===== config.mk =====
export PLATFORM = sky130hd
export DESIGN_NAME = bus_router
export DESIGN_NICKNAME = d
export VERILOG_FILES = /design/src/rtl/bus_router.sv
export SDC_FILE = /design/constraint.sdc
export NUM_CORES = 1
export LEC_CHECK = 0
export ABC_AREA = 1
export BUFFER_PORTS_ARGS = -buffer_cell sky130_fd_sc_hd__buf_2
export CELL_PAD_IN_SITES_DETAIL_PLACEMENT = 1
export CELL_PAD_IN_SITES_GLOBAL_PLACEMENT = 2
export CORE_MARGIN = 2
export CORE_UTILIZATION = 22
export CTS_BUF_LIST = sky130_fd_sc_hd__clkbuf_4 sky130_fd_sc_hd__clkbuf_8
export CTS_CLUSTER_DIAMETER = 40
export CTS_CLUSTER_SIZE = 20
export DETAILED_ROUTE_END_ITERATION = 10
export PLACE_DENSITY = 0.78
export SKIP_CTS_REPAIR_TIMING = 1
export SLEW_MARGIN = 20
export SYNTH_ARGS = -nofsm -noshare
export SYNTH_HDL_FRONTEND = slang
export SYNTH_SLANG_ARGS = --single-unit

===== constraint.sdc =====
create_clock -name clock -period 1.3 [get_ports clock]
set_clock_uncertainty 0.1 [all_clocks]
set_input_delay 0.26 -clock clock [delete_from_list [all_inputs] [get_ports clock]]
set_output_delay 0.26 -clock clock [all_outputs]
set_load 0.01 [all_outputs]

===== src/rtl/bus_router.sv =====
// bus_router: decodes CPU accesses into NREG address regions, inserts per-region
// wait states and returns read data (or OPEN_BUS when unmapped) with a one-cycle
// cpu_ready completion pulse.
//
// Ports:
//   clock, reset             system clock, asynchronous active-high reset
//   cpu_req/address/we/wdata CPU request strobe and payload, sampled in IDLE
//   cpu_ready, cpu_rdata     completion pulse and held read data
//   reg_sel                  one-hot region select, held from acceptance
//   reg_address, reg_wdata   latched access address and write data
//   reg_we                   per-region write strobe, pulsed in DONE
//   reg_rdata                per-region read data, region i at [i*8 +: 8]
//
// Optional feature (macro BUS_ROUTER_FAULT_EN): adds fault_clear, fault and
// fault_addr, which capture the first unmapped access or read-only write.
module bus_router #(
    parameter int unsigned         AW       = 20,
    parameter int unsigned         NREG     = 4,
    parameter logic [NREG*AW-1:0]  REG_BASE = '0,
    parameter logic [NREG*AW-1:0]  REG_MASK = '0,
    parameter logic [NREG*4-1:0]   REG_WAIT = '0,
    parameter logic [NREG-1:0]     REG_RO   = '0,
    parameter logic [7:0]          OPEN_BUS = 8'hFF
) (
    input  logic              clock,
    input  logic              reset,
    input  logic              cpu_req,
    input  logic [AW-1:0]     cpu_address,
    input  logic              cpu_we,
    input  logic [7:0]        cpu_wdata,
    output logic              cpu_ready,
    output logic [7:0]        cpu_rdata,
    output logic [NREG-1:0]   reg_sel,
    output logic [AW-1:0]     reg_address,
    output logic [7:0]        reg_wdata,
    output logic [NREG-1:0]   reg_we,
    input  logic [NREG*8-1:0] reg_rdata
`ifdef BUS_ROUTER_FAULT_EN
    ,
    input  logic              fault_clear,
    output logic              fault,
    output logic [AW-1:0]     fault_addr
`endif
);

    localparam int unsigned IW = (NREG > 1) ? $clog2(NREG) : 1;

    typedef enum logic [1:0] {
        IDLE = 2'd0,
        WAIT = 2'd1,
        DONE = 2'd2
    } state_t;

    state_t          state;
    logic [3:0]      wait_cnt;
    logic            hit_q;
    logic            we_q;
    logic [IW-1:0]   idx_q;

    logic            hit_c;
    logic [IW-1:0]   hit_idx_c;
    logic [NREG-1:0] sel_c;
    logic [3:0]      wait_c;

    // Address decode; scanning from the top down lets the lowest match win.
    always_comb begin
        hit_c     = 1'b0;
        hit_idx_c = '0;
        for (int i = int'(NREG) - 1; i >= 0; i--) begin
            if ((cpu_address & REG_MASK[i*AW +: AW]) ==
                (REG_BASE[i*AW +: AW] & REG_MASK[i*AW +: AW])) begin
                hit_c     = 1'b1;
                hit_idx_c = IW'(i);
            end
        end
        sel_c  = hit_c ? (NREG'(1) << hit_idx_c) : '0;
        wait_c = hit_c ? REG_WAIT[32'(hit_idx_c)*4 +: 4] : 4'd0;
    end

    // Access sequencer: IDLE accepts, WAIT burns wait states, DONE completes.
    always_ff @(posedge clock or posedge reset) begin
        if (reset) begin
            state       <= IDLE;
            wait_cnt    <= 4'd0;
            hit_q       <= 1'b0;
            we_q        <= 1'b0;
            idx_q       <= '0;
            cpu_ready   <= 1'b0;
            cpu_rdata   <= 8'd0;
            reg_sel     <= '0;
            reg_address <= '0;
            reg_wdata   <= 8'd0;
            reg_we      <= '0;
        end else begin
            cpu_ready <= 1'b0;
            reg_we    <= '0;
            case (state)
                IDLE: begin
                    if (cpu_req) begin
                        reg_address <= cpu_address;
                        reg_wdata   <= cpu_wdata;
                        we_q        <= cpu_we;
                        hit_q       <= hit_c;
                        idx_q       <= hit_idx_c;
                        reg_sel     <= sel_c;
                        wait_cnt    <= wait_c;
                        state       <= WAIT;
                    end
                end
                WAIT: begin
                    if (wait_cnt != 4'd0) begin
                        wait_cnt <= wait_cnt - 4'd1;
                    end else begin
                        cpu_rdata <= (hit_q && !we_q) ? reg_rdata[32'(idx_q)*8 +: 8]
                                                      : OPEN_BUS;
                        cpu_ready <= 1'b1;
                        // Strobe lands in DONE, together with cpu_ready.
                        if (we_q && hit_q && !REG_RO[idx_q]) begin
                            reg_we <= reg_sel;
                        end
                        state <= DONE;
                    end
                end
                DONE: begin
                    state <= IDLE;
                end
                default: begin
                    state <= IDLE;
                end
            endcase
        end
    end

`ifdef BUS_ROUTER_FAULT_EN
    logic fault_event_c;

    assign fault_event_c = (state == IDLE) && cpu_req &&
                           (!hit_c || (cpu_we && REG_RO[hit_idx_c]));

    // Sticky fault capture; a new event beats a same-cycle clear.
    always_ff @(posedge clock or posedge reset) begin
        if (reset) begin
            fault      <= 1'b0;
            fault_addr <= '0;
        end else if (fault_event_c && (!fault || fault_clear)) begin
            fault      <= 1'b1;
            fault_addr <= cpu_address;
        end else if (fault_clear && !fault_event_c) begin
            fault      <= 1'b0;
            fault_addr <= '0;
        end
    end
`endif

endmodule


Word-level counts from Yosys, hierarchy flattened
Cells that the tools add are included.
{"block": "totals", "word_cells": 37, "out_inout_bits": 45, "register_bits": 49, "input_bits": 64}
{"block": "op_classes", "n_bitwise": 1, "n_reduce_logical": 10, "add_sub_neg": 1, "mux": 12, "n_eq_ne": 4}
{"cell": "$mux 4", "n": 3}
{"cell": "$mux 8", "n": 1}
{"cell": "$pmux 4 s2", "n": 1}
{"cell": "$ne 2x2->1 const B", "n": 3}
{"cell": "$reduce_and 2->1", "n": 3}
{"cell": "$mux 1", "n": 4}
{"cell": "$mux 2", "n": 2}
{"cell": "$pmux 2 s2", "n": 1}
{"cell": "$reduce_bool 4->1", "n": 1}
{"cell": "$sub 4x1->4 const B", "n": 1}
{"cell": "$reduce_and 3->1", "n": 1}
{"cell": "$eq 2x1->1 const B", "n": 1}
{"cell": "$logic_and 1x1->1", "n": 2}
{"cell": "$logic_not 2->1", "n": 1}
{"cell": "$reduce_bool 2->1", "n": 1}
{"cell": "$logic_not 1->1", "n": 1}
{"cell": "$not 1->1", "n": 1}

Depth between registers and ports, before layout
Gate-level depths: netlist of run 1.
{"block": "depth", "depth_word": 4, "mapped_depth": 7, "mapped_depth_nobuf": 7}

Least setup slack after synthesis of run 1
OpenSTA, ideal clock, no wires.
{"block": "synth_timing", "kind": "register -> register", "startpoint": "register wait_cnt[0]", "endpoint": "register cpu_rdata[0]", "stages_incl_launch_ff": 8, "path_slack_ns": -0.005, "arrival_ns": 1.085, "required_ns": 1.079, "period_less_slack_ns": 1.305, "path_buffers": 0, "cell_sequence": "dfrtp_1 inv_1 ha_1 nand2_2 nor2_8 inv_4 nand2_1 nand2_1"}
{"block": "synth_via", "elab_chain_cells": 3}
{"element": "start, declared", "line": "55", "text": "logic [3:0] wait_cnt;"}
{"element": "start signal, assigned", "line": "106", "text": "wait_cnt <= wait_c;"}
{"element": "start signal, assigned", "line": "112", "text": "wait_cnt <= wait_cnt - 4'd1;"}
{"element": "$reduce_bool 4->1", "line": "111", "text": "if (wait_cnt != 4'd0) begin"}
{"element": "$not 1->1 (no line)"}
{"element": "$reduce_and 2->1 (no line)"}
{"element": "end signal, assigned", "line": "114", "text": "cpu_rdata <= (hit_q && !we_q) ? reg_rdata[32'(idx_q)*8 +: 8]"}
{"element": "end, declared", "line": "32", "text": "output logic [7:0] cpu_rdata,"}
Every way passes these cells.
A chain may end at the register's enable or synchronous reset.

Worst setup path in the final report of run 1
{"block": "layout_timing", "startpoint": "register wait_cnt[2]", "endpoint": "register cpu_rdata[1]"}
Same word-level chain as after synthesis.

==> results of run 1 <==
[metrics by stage]
| stage | worst slack [ns] | hold slack, ns | instance area [um2] | total power, mW |
|---|---|---|---|---|
| floorplan | 0.0210 | 0.177 | 1910 | 4.11 |
| global placement | -0.0603 | 0.224 | 2470 | 5.29 |
| detailed placement | -0.0805 | 0.219 | 2470 | 5.39 |
| CTS | -0.0871 | -0.109 | 2570 | 6.37 |
| global route | -0.0312 | 0.0450 | 2660 | 7.13 |
| finish | 0.0342 | 0.0526 | 2660 | 6.52 |
[layer usage]
metal	global-route usage	vias up	routed length, um
met5	0	-	0
met4	0.0195	0	34
met3	0.0368	4	324
met2	0.186	47	2530
met1	0.132	795	2010
li1	-	814	-
[state kept, by name, summed over array words and instances (netlist names)]
signal / flops
reg_address: 20
cpu_rdata: 8
reg_wdata: 8
wait_cnt: 4
state: 2
cpu_ready: 1
hit_q: 1
reg_we: 1
we_q: 1
[worst max-delay path by stage]
stage / startpoint / endpoint / depth (start not counted)
6_report: wait_cnt[2] / cpu_rdata[1] / 6
5_1_grt: wait_cnt[2] / reg_we[0] / 5
4_1_cts: wait_cnt[0] / cpu_rdata[1] / 7
3_5_place_dp: wait_cnt[0] / cpu_rdata[1] / 7
3_3_place_gp: wait_cnt[0] / cpu_rdata[3] / 7
2_1_floorplan: wait_cnt[0] / cpu_rdata[0] / 7
[layout make-up]
type | count | area [um2] | share of cell area
Clock buffer | 7 | 90.1 | 0.0339
Clock inverter | 1 | 5.00 | 0.00188
Inverter | 11 | 52.6 | 0.0198
Multi-Input combinational cell | 148 | 679 | 0.255
Sequential cell | 46 | 1150 | 0.433
Tap cell | 105 | 131 | 0.0494
Timing Repair Buffer | 93 | 551 | 0.207
[power groups by stage]
stage               combinational [mW]  sequential, mW  clock (mW)
finish                            3.13            2.45       0.938
global route                      3.55            2.55        1.03
CTS                               2.94            2.45       0.981
detailed placement                2.93            2.46           0
global placement                  2.85            2.44           0
floorplan                         1.39            2.72           0
[layout by cell type (no fill, tap or decap), drive strengths merged]
cell type    count
nor2            11
inv             10
clkinvlp         1
conb             6
a21oi            1
clkbuf           7
nor3             1
nand3            2
nand2          113
ha               1
clkinv           1
nand4            1
dfrtp           46
o21ai           12
dlygate4sd3      1
buf             92
[logic make-up (layout without fill, tap and decap cells)]
family / Yosys count / count (layout)
simple gates: 127 / 128
flops: 46 / 46
compound gates: 13 / 13
buf+inv: 24 / 112
other cells: 1 / 6
fa+ha+maj: 1 / 1
[critical path, cell delays in order, from the launching register on]
cell	delay, ns
dfrtp_1	0.43
nor2_4	0.18
nand2_8	0.09
nor2_8	0.17
inv_6	0.07
nand2_1	0.06
nand2_1	0.05
==> flow_summary.toml, run 1 <==
[detailed_routing]
dr.pass1.iters = 4
avgRoutedWirePerCell_um = 11.9
routed_wl_um = 4910
antenna_left = 0
via_per_inst = 4.04
dr.first_iter.drc_count = 46
vias = 1660
drc_errors = 0

[critical_path]
r2r-end = "cpu_rdata[1]"
r2r_slack_ns = 0.03
start_kind = "flop"
reg2reg_from = "wait_cnt[2]"
cp-end-kind = "flop"
crit_type = "reg -> reg"
r2r_cells = 6
crit_arrival_ns = 1.35
cp.required_ns = 1.39
crit_fanout = 9

[layout]
fill_cells = 1018
drive_gt1_frac = 0.386
n_antenna_cell = 0
final_util = 0.322
area_growth_syn_to_layout_pct = 40.8
fin_cells = 411
nets = 370

[global_routing]
grt_start_max_net_pins = 31
grt_pass1_vias = 1773
antenna_found_initial = 0
grt_pass1_wl_um = 8410
grt_usage = 0.108
overflow = 0

[synthesis]
yosysMostFrequentCell = "nand2_1"
synth_commonest_cells = "nand2_1, dfrtp_1, buf_4"
synth_top_family_by_area = "simple AND/OR/NAND/NOR gates"
synth_area_leaders = "dfrtp_1, nand2_1, buf_4"
synth_area_per_cell_um2 = 8.91
synth_fa_ha_area_frac = 0.00662
synthXorXnorAreaFrac = 0
ys_ff_latch = 46
synthCells = 212
post-synth-top-area-cell = "dfrtp_1"
synth_top_area_frac = 0.609
synth_compound_area_frac = 0.0344
muxShareOfSynthArea = 0
ys_types = 19
async_flop_share = 1.00
yosys_warnings = 0
ys_seq_area_frac = 0.609
yosys.area_share.simple = 0.277
synth-main-ff-cell = "dfrtp_1"
synth_edf_count = 0
synth_area_mm2 = 0.00189

[power]
irDropWorstVdd_uv = 705
netSwitchingFraction = 0.406
seqPwrFrac = 0.376
combPwrFrac = 0.480
leakagePower_nw = 1.50
p_int_mw = 3.87
power_density_mw_per_mm2 = 2450
power.share.clock = 0.144
p_switching_mw = 2.65

[floorplan]
die-area_mm2 = 0.00935
die_w_um = 96.7
fp.dieH_um = 96.7
initial_core_util = 0.229
core-area_mm2 = 0.00826
pin_count = 109
rows = 33

[timing]
max_freq_mhz = 790
setup_viol_count_final = 0
fin_crit_sh = 0.974
setup_tns_ns = 0
drv_slew = 0
rsz0062_at_grt = "true"
hold_viol = 0
fin_crit_ns = 1.27

[clock_tree]
clk_latency_ns = 0.29
clock-root-buffer = "clkbuf_8"
cts_buffers = 5
cts_max_path_buffers = 2
cts-htree-levels = 2
path_clk_slew_ns = 0.09
cts_sinks = 46
cts_tree = "built"

[placed_design]
dp_cells = 399
place.gp.congestion = 0.669
dp_hpwl_um = 3630
portBuffers = 78

[job]
max_cap_viol_count = 0

[min_path]
hold_path_class = "in -> reg"
hold_depth = 3
holdCritStartpoint = "cpu_address[19]"
hold_end = "reg_address[19]"

[status]
outcome = "finished, final reports clean"
(Power assumes the default switching activity.)
==> run 2, diff against run 1 <==
--- a/config.mk
+++ b/config.mk
@@ -6,16 +6,16 @@
 export NUM_CORES = 1
 export LEC_CHECK = 0
 export ABC_AREA = 1
-export BUFFER_PORTS_ARGS = -buffer_cell sky130_fd_sc_hd__buf_2
 export CELL_PAD_IN_SITES_DETAIL_PLACEMENT = 1
 export CELL_PAD_IN_SITES_GLOBAL_PLACEMENT = 2
 export CORE_MARGIN = 2
-export CORE_UTILIZATION = 22
+export CORE_UTILIZATION = 31
 export CTS_BUF_LIST = sky130_fd_sc_hd__clkbuf_4 sky130_fd_sc_hd__clkbuf_8
 export CTS_CLUSTER_DIAMETER = 40
 export CTS_CLUSTER_SIZE = 20
 export DETAILED_ROUTE_END_ITERATION = 10
-export PLACE_DENSITY = 0.78
+export DONT_BUFFER_PORTS = 1
+export PLACE_DENSITY = 0.76
 export SKIP_CTS_REPAIR_TIMING = 1
 export SLEW_MARGIN = 20
 export SYNTH_ARGS = -nofsm -noshare
==> flow_summary.toml, run 2 (synthesis results as in run 1) <==
[detailed_routing]
dr.first_iter.drc_count = 58
avgRoutedWirePerCell_um = 14.7
routed_wl_um = 4890
via_per_inst = 4.53
antenna_left = 0
vias = 1503
drc_errors = 0
dr.pass1.iters = 4

[global_routing]
grt_start_max_net_pins = 47
grt_pass1_wl_um = 6790
overflow = 0
grt_pass1_vias = 1447
grt_usage = 0.132
antenna_found_initial = 0

[power]
power_density_mw_per_mm2 = 2400
power_mw = 6.17
irDropWorstVdd_uv = 1050
leakagePower_nw = 1.32

[clock_tree]
cts-htree-levels = 2
path_clk_slew_ns = 0.09
clk_latency_ns = 0.29
cts_buffers = 5
clock-root-buffer = "clkbuf_8"
cts_tree = "built"
cts_sinks = 46
cts_max_path_buffers = 2

[layout]
largest-register = "reg_address"
layout_common_cells = "nand2_1, dfrtp_1, dlygate4sd3_1"
area_growth_syn_to_layout_pct = 36.0
fill_cells = 677
largest_reg_flops = 20
n_antenna_cell = 0
drive_gt1_frac = 0.171
multiInputGateArea_um2 = 673
final_common_cell = "nand2_1"
reg_top3 = "reg_address: 20 flops, cpu_rdata: 8 flops, reg_wdata: 8 flops"
final-seq-area_mm2 = 0.00115
nets = 321

[timing]
fin_crit_sh = 0.982
fin_crit_ns = 1.28
whs_ns = -0.0180
hold_viol = 6
setup_viol_count_final = 0
max_freq_mhz = 784
drv_slew = 0
setup_tns_ns = 0
rsz0062_at_grt = "true"

[critical_path]
r2r_cells = 7
reg2reg_from = "wait_cnt[0]"
cp_slowest_cell = "dfrtp_1"
slowest_delay_ns = 0.40
cp.required_ns = 1.44
crit_fanout = 5
crit_type = "reg -> reg"
crit_arrival_ns = 1.41
worstPathCellList = "inv_2 -> ha_4 -> nand2_4 -> nor2_8 -> buf_6 -> o21ai_2 -> nand2_1"
r2r_slack_ns = 0.02
start_kind = "flop"
r2r-end = "cpu_rdata[5]"
cp-end-kind = "flop"

[job]
max_cap_viol_count = 0

[placed_design]
portBuffers = 0
place.gp.congestion = 0.690
dp_hpwl_um = 2920

[floorplan]
core-area_mm2 = 0.00592
die-area_mm2 = 0.00673
pin_count = 109
rows = 28
initial_core_util = 0.319
die_w_um = 82.1
fp.dieH_um = 82.1

[status]
outcome = "finished with violations"
violations = "negative hold slack"

[min_path]
hold_end = "reg_wdata[5]"
hold_depth = 2
holdCritStartpoint = "cpu_wdata[5]"
hold_path_class = "in -> reg"
-- run 2: how the worst max path moves through the flow --
stage | from | end | slack [ns]
floorplan | wait_cnt[0] | cpu_rdata[0] | 0.02
global placement | wait_cnt[0] | cpu_rdata[0] | -0.05
detailed placement | wait_cnt[0] | cpu_rdata[7] | -0.09
CTS | wait_cnt[0] | cpu_rdata[7] | -0.1
global route | wait_cnt[0] | cpu_rdata[0] | -0.04
finish | wait_cnt[0] | cpu_rdata[5] | 0.02
-- run 2: power by group --
| part | total [mW] | internal (mW) | switching (mW) |
|---|---|---|---|
| clock network | 0.919 | 0.451 | 0.469 |
| logic | 2.42 | 1.06 | 1.36 |
| registers | 2.83 | 2.11 | 0.725 |
| total | 6.17 | 3.62 | 2.55 |
-- run 2: layout make-up --
cell class	count	share of cell area
inverter	11	0.0214
timing repair buffer	45	0.195
multi-input combinational	147	0.262
clock buffer	7	0.0351
clock inverter	1	0.00195
tap	75	0.0365
sequential	46	0.448
-- run 2: metal layers --
| layer | GRT usage | share of wire | vias up |
|---|---|---|---|
| met2 | 0.217 | 0.52 | 43 |
| met1 | 0.169 | 0.43 | 737 |
| li1 | - | - | 721 |
| met5 | 0 | 0 | - |
| met4 | 0.0350 | 0.0070 | 0 |
| met3 | 0.0418 | 0.048 | 2 |
-- run 2: stage by stage --
stage               hold WS [ns]  instances   util  area (um2)  worst slack [ns]
global placement           0.116        289  0.343        2030           -0.0543
global route            0.000199        332  0.434        2570           -0.0394
floorplan                  0.177        217      -        1910            0.0210
CTS                       -0.209        297  0.359        2120           -0.0985
detailed placement         0.116        289  0.343        2030           -0.0910
finish                   -0.0180        332  0.434        2570            0.0237
-- run 2: worst max-delay path, delay by kind of cell (launching register included) --
kind / cells / cell delay [ns]
buf+inv: 2 / 0.23
simple gates: 3 / 0.31
fa+ha+maj: 1 / 0.14
flops: 1 / 0.40
compound gates: 1 / 0.05
==> run 3, diff against run 2 <==
--- a/config.mk
+++ b/config.mk
@@ -15,7 +15,7 @@
 export CTS_CLUSTER_SIZE = 20
 export DETAILED_ROUTE_END_ITERATION = 10
 export DONT_BUFFER_PORTS = 1
-export PLACE_DENSITY = 0.76
+export PLACE_DENSITY = 0.77
 export SKIP_CTS_REPAIR_TIMING = 1
 export SLEW_MARGIN = 20
 export SYNTH_ARGS = -nofsm -noshare
==> flow_summary.toml, run 3 (synthesis results as in run 1) <==
[status]
outcome = "finished with violations"
violations = "negative hold slack"

[power]
power_mw = 6.30
seqPwrFrac = 0.452
p_int_mw = 3.74
power.share.clock = 0.172
power_density_mw_per_mm2 = 2460
combPwrFrac = 0.376
irDropWorstVdd_uv = 865
netSwitchingFraction = 0.407
leakagePower_nw = 1.32
p_switching_mw = 2.56

[detailed_routing]
vias = 1485
avgRoutedWirePerCell_um = 14.5
via_per_inst = 4.41
dr.first_iter.drc_count = 74
routed_wl_um = 4880
dr.pass1.iters = 4
drc_errors = 0
antenna_left = 0

[global_routing]
grt_usage = 0.137
grt_pass1_wl_um = 6920
grt_pass1_vias = 1411
overflow = 0
antenna_found_initial = 0
grt_start_max_net_pins = 31

[layout]
fin_area_mm2 = 0.00256
n_antenna_cell = 0
drive_gt1_frac = 0.176
nets = 326
area_growth_syn_to_layout_pct = 35.6
final_common_cell = "nand2_1"
largest-register = "reg_address"
multiInputGateArea_um2 = 651
largest_reg_flops = 20
reg_top3 = "reg_address: 20 flops, cpu_rdata: 8 flops, reg_wdata: 8 flops"
layout_common_cells = "nand2_1, dfrtp_1, dlygate4sd3_1"
fill_cells = 667
final_util = 0.433
final-seq-area_mm2 = 0.00115

[timing]
hold_viol = 3
drv_slew = 0
rsz0062_at_grt = "true"
max_freq_mhz = 773
fin_crit_sh = 0.995
whs_ns = -0.0246
fin_crit_ns = 1.29
worst_slack_ns = 0.00596
setup_viol_count_final = 0

[floorplan]
die-area_mm2 = 0.00673
die_w_um = 82.1
initial_core_util = 0.319
fp.dieH_um = 82.1
pin_count = 109
rows = 28
core-area_mm2 = 0.00592

[critical_path]
cp_slowest_cell = "dfrtp_1"
worstPathCellList = "inv_2 -> ha_4 -> nand2_4 -> nor2_8 -> buf_6 -> o21ai_1 -> nand2_1"
start_kind = "flop"
slowest_delay_ns = 0.39
cp_top_family = "flip-flops"
critPathBufInv = 2
crit_type = "reg -> reg"
crit_arrival_ns = 1.44
cp-end-kind = "flop"
crit_fanout = 6
cp.required_ns = 1.45

[clock_tree]
path_clk_slew_ns = 0.09
cts-htree-levels = 2
cts_tree = "built"
cts_sinks = 46
clk_latency_ns = 0.30
clock-root-buffer = "clkbuf_8"
cts_max_path_buffers = 2
cts_buffers = 5

[job]
max_cap_viol_count = 0

[placed_design]
place.gp.congestion = 0.673
dp_slack_ns = -0.0922
portBuffers = 0
dp_hpwl_um = 3040
placed_area_mm2 = 0.00202

[min_path]
hold_path_class = "in -> reg"
## run 3: final timing paths
path / from / to / slack (ns) / cells after the start
max in group asynchronous: reset / reg_wdata[2] / 0.45 / 3
worst min-delay path: cpu_address[3] / reg_address[3] / -0.02 / 2
worst max-delay path: wait_cnt[0] / cpu_rdata[0] / 0.006 / 7
worst max register to register: wait_cnt[0] / cpu_rdata[0] / 0.006 / 7
worst min register to register: cpu_rdata[7] / cpu_rdata[7] / 0.44 / 2
min in group asynchronous: reset / cpu_ready / 0.39 / 3
## run 3: per-layer routing
metal	global-route usage	wire, um	vias to the layer above
li1	-	-	726
met1	0.172	2100	705
met2	0.214	2420	45
met3	0.0505	277	9
met4	0.0550	87	0
met5	0	0	-
## run 3: layout make-up
cell class                      count  area share
Clock inverter                      2      0.0147
Multi-Input combinational cell    147       0.254
Tap cell                           75      0.0366
Clock buffer                        6      0.0298
Inverter                           11      0.0205
Timing Repair Buffer               50       0.195
Sequential cell                    46       0.449
## run 3: stage by stage
| stage | TNS (ns) | instances |
|---|---|---|
| final | 0 | 337 |
| after global routing | -0.477 | 337 |
| after CTS | -0.732 | 299 |
| after detailed placement | -0.623 | 291 |
| after global placement | -0.393 | 291 |
| after floorplan | 0 | 217 |
## run 3: power groups by stage
stage	Sequential, mW	Combinational (mW)	Clock [mW]
2_1_floorplan	2.72	1.39	0
4_1_cts	2.84	1.89	1.13
3_3_place_gp	2.85	1.80	0
6_report	2.85	2.37	1.08
5_1_grt	2.94	2.73	1.20
3_5_place_dp	2.86	1.90	0
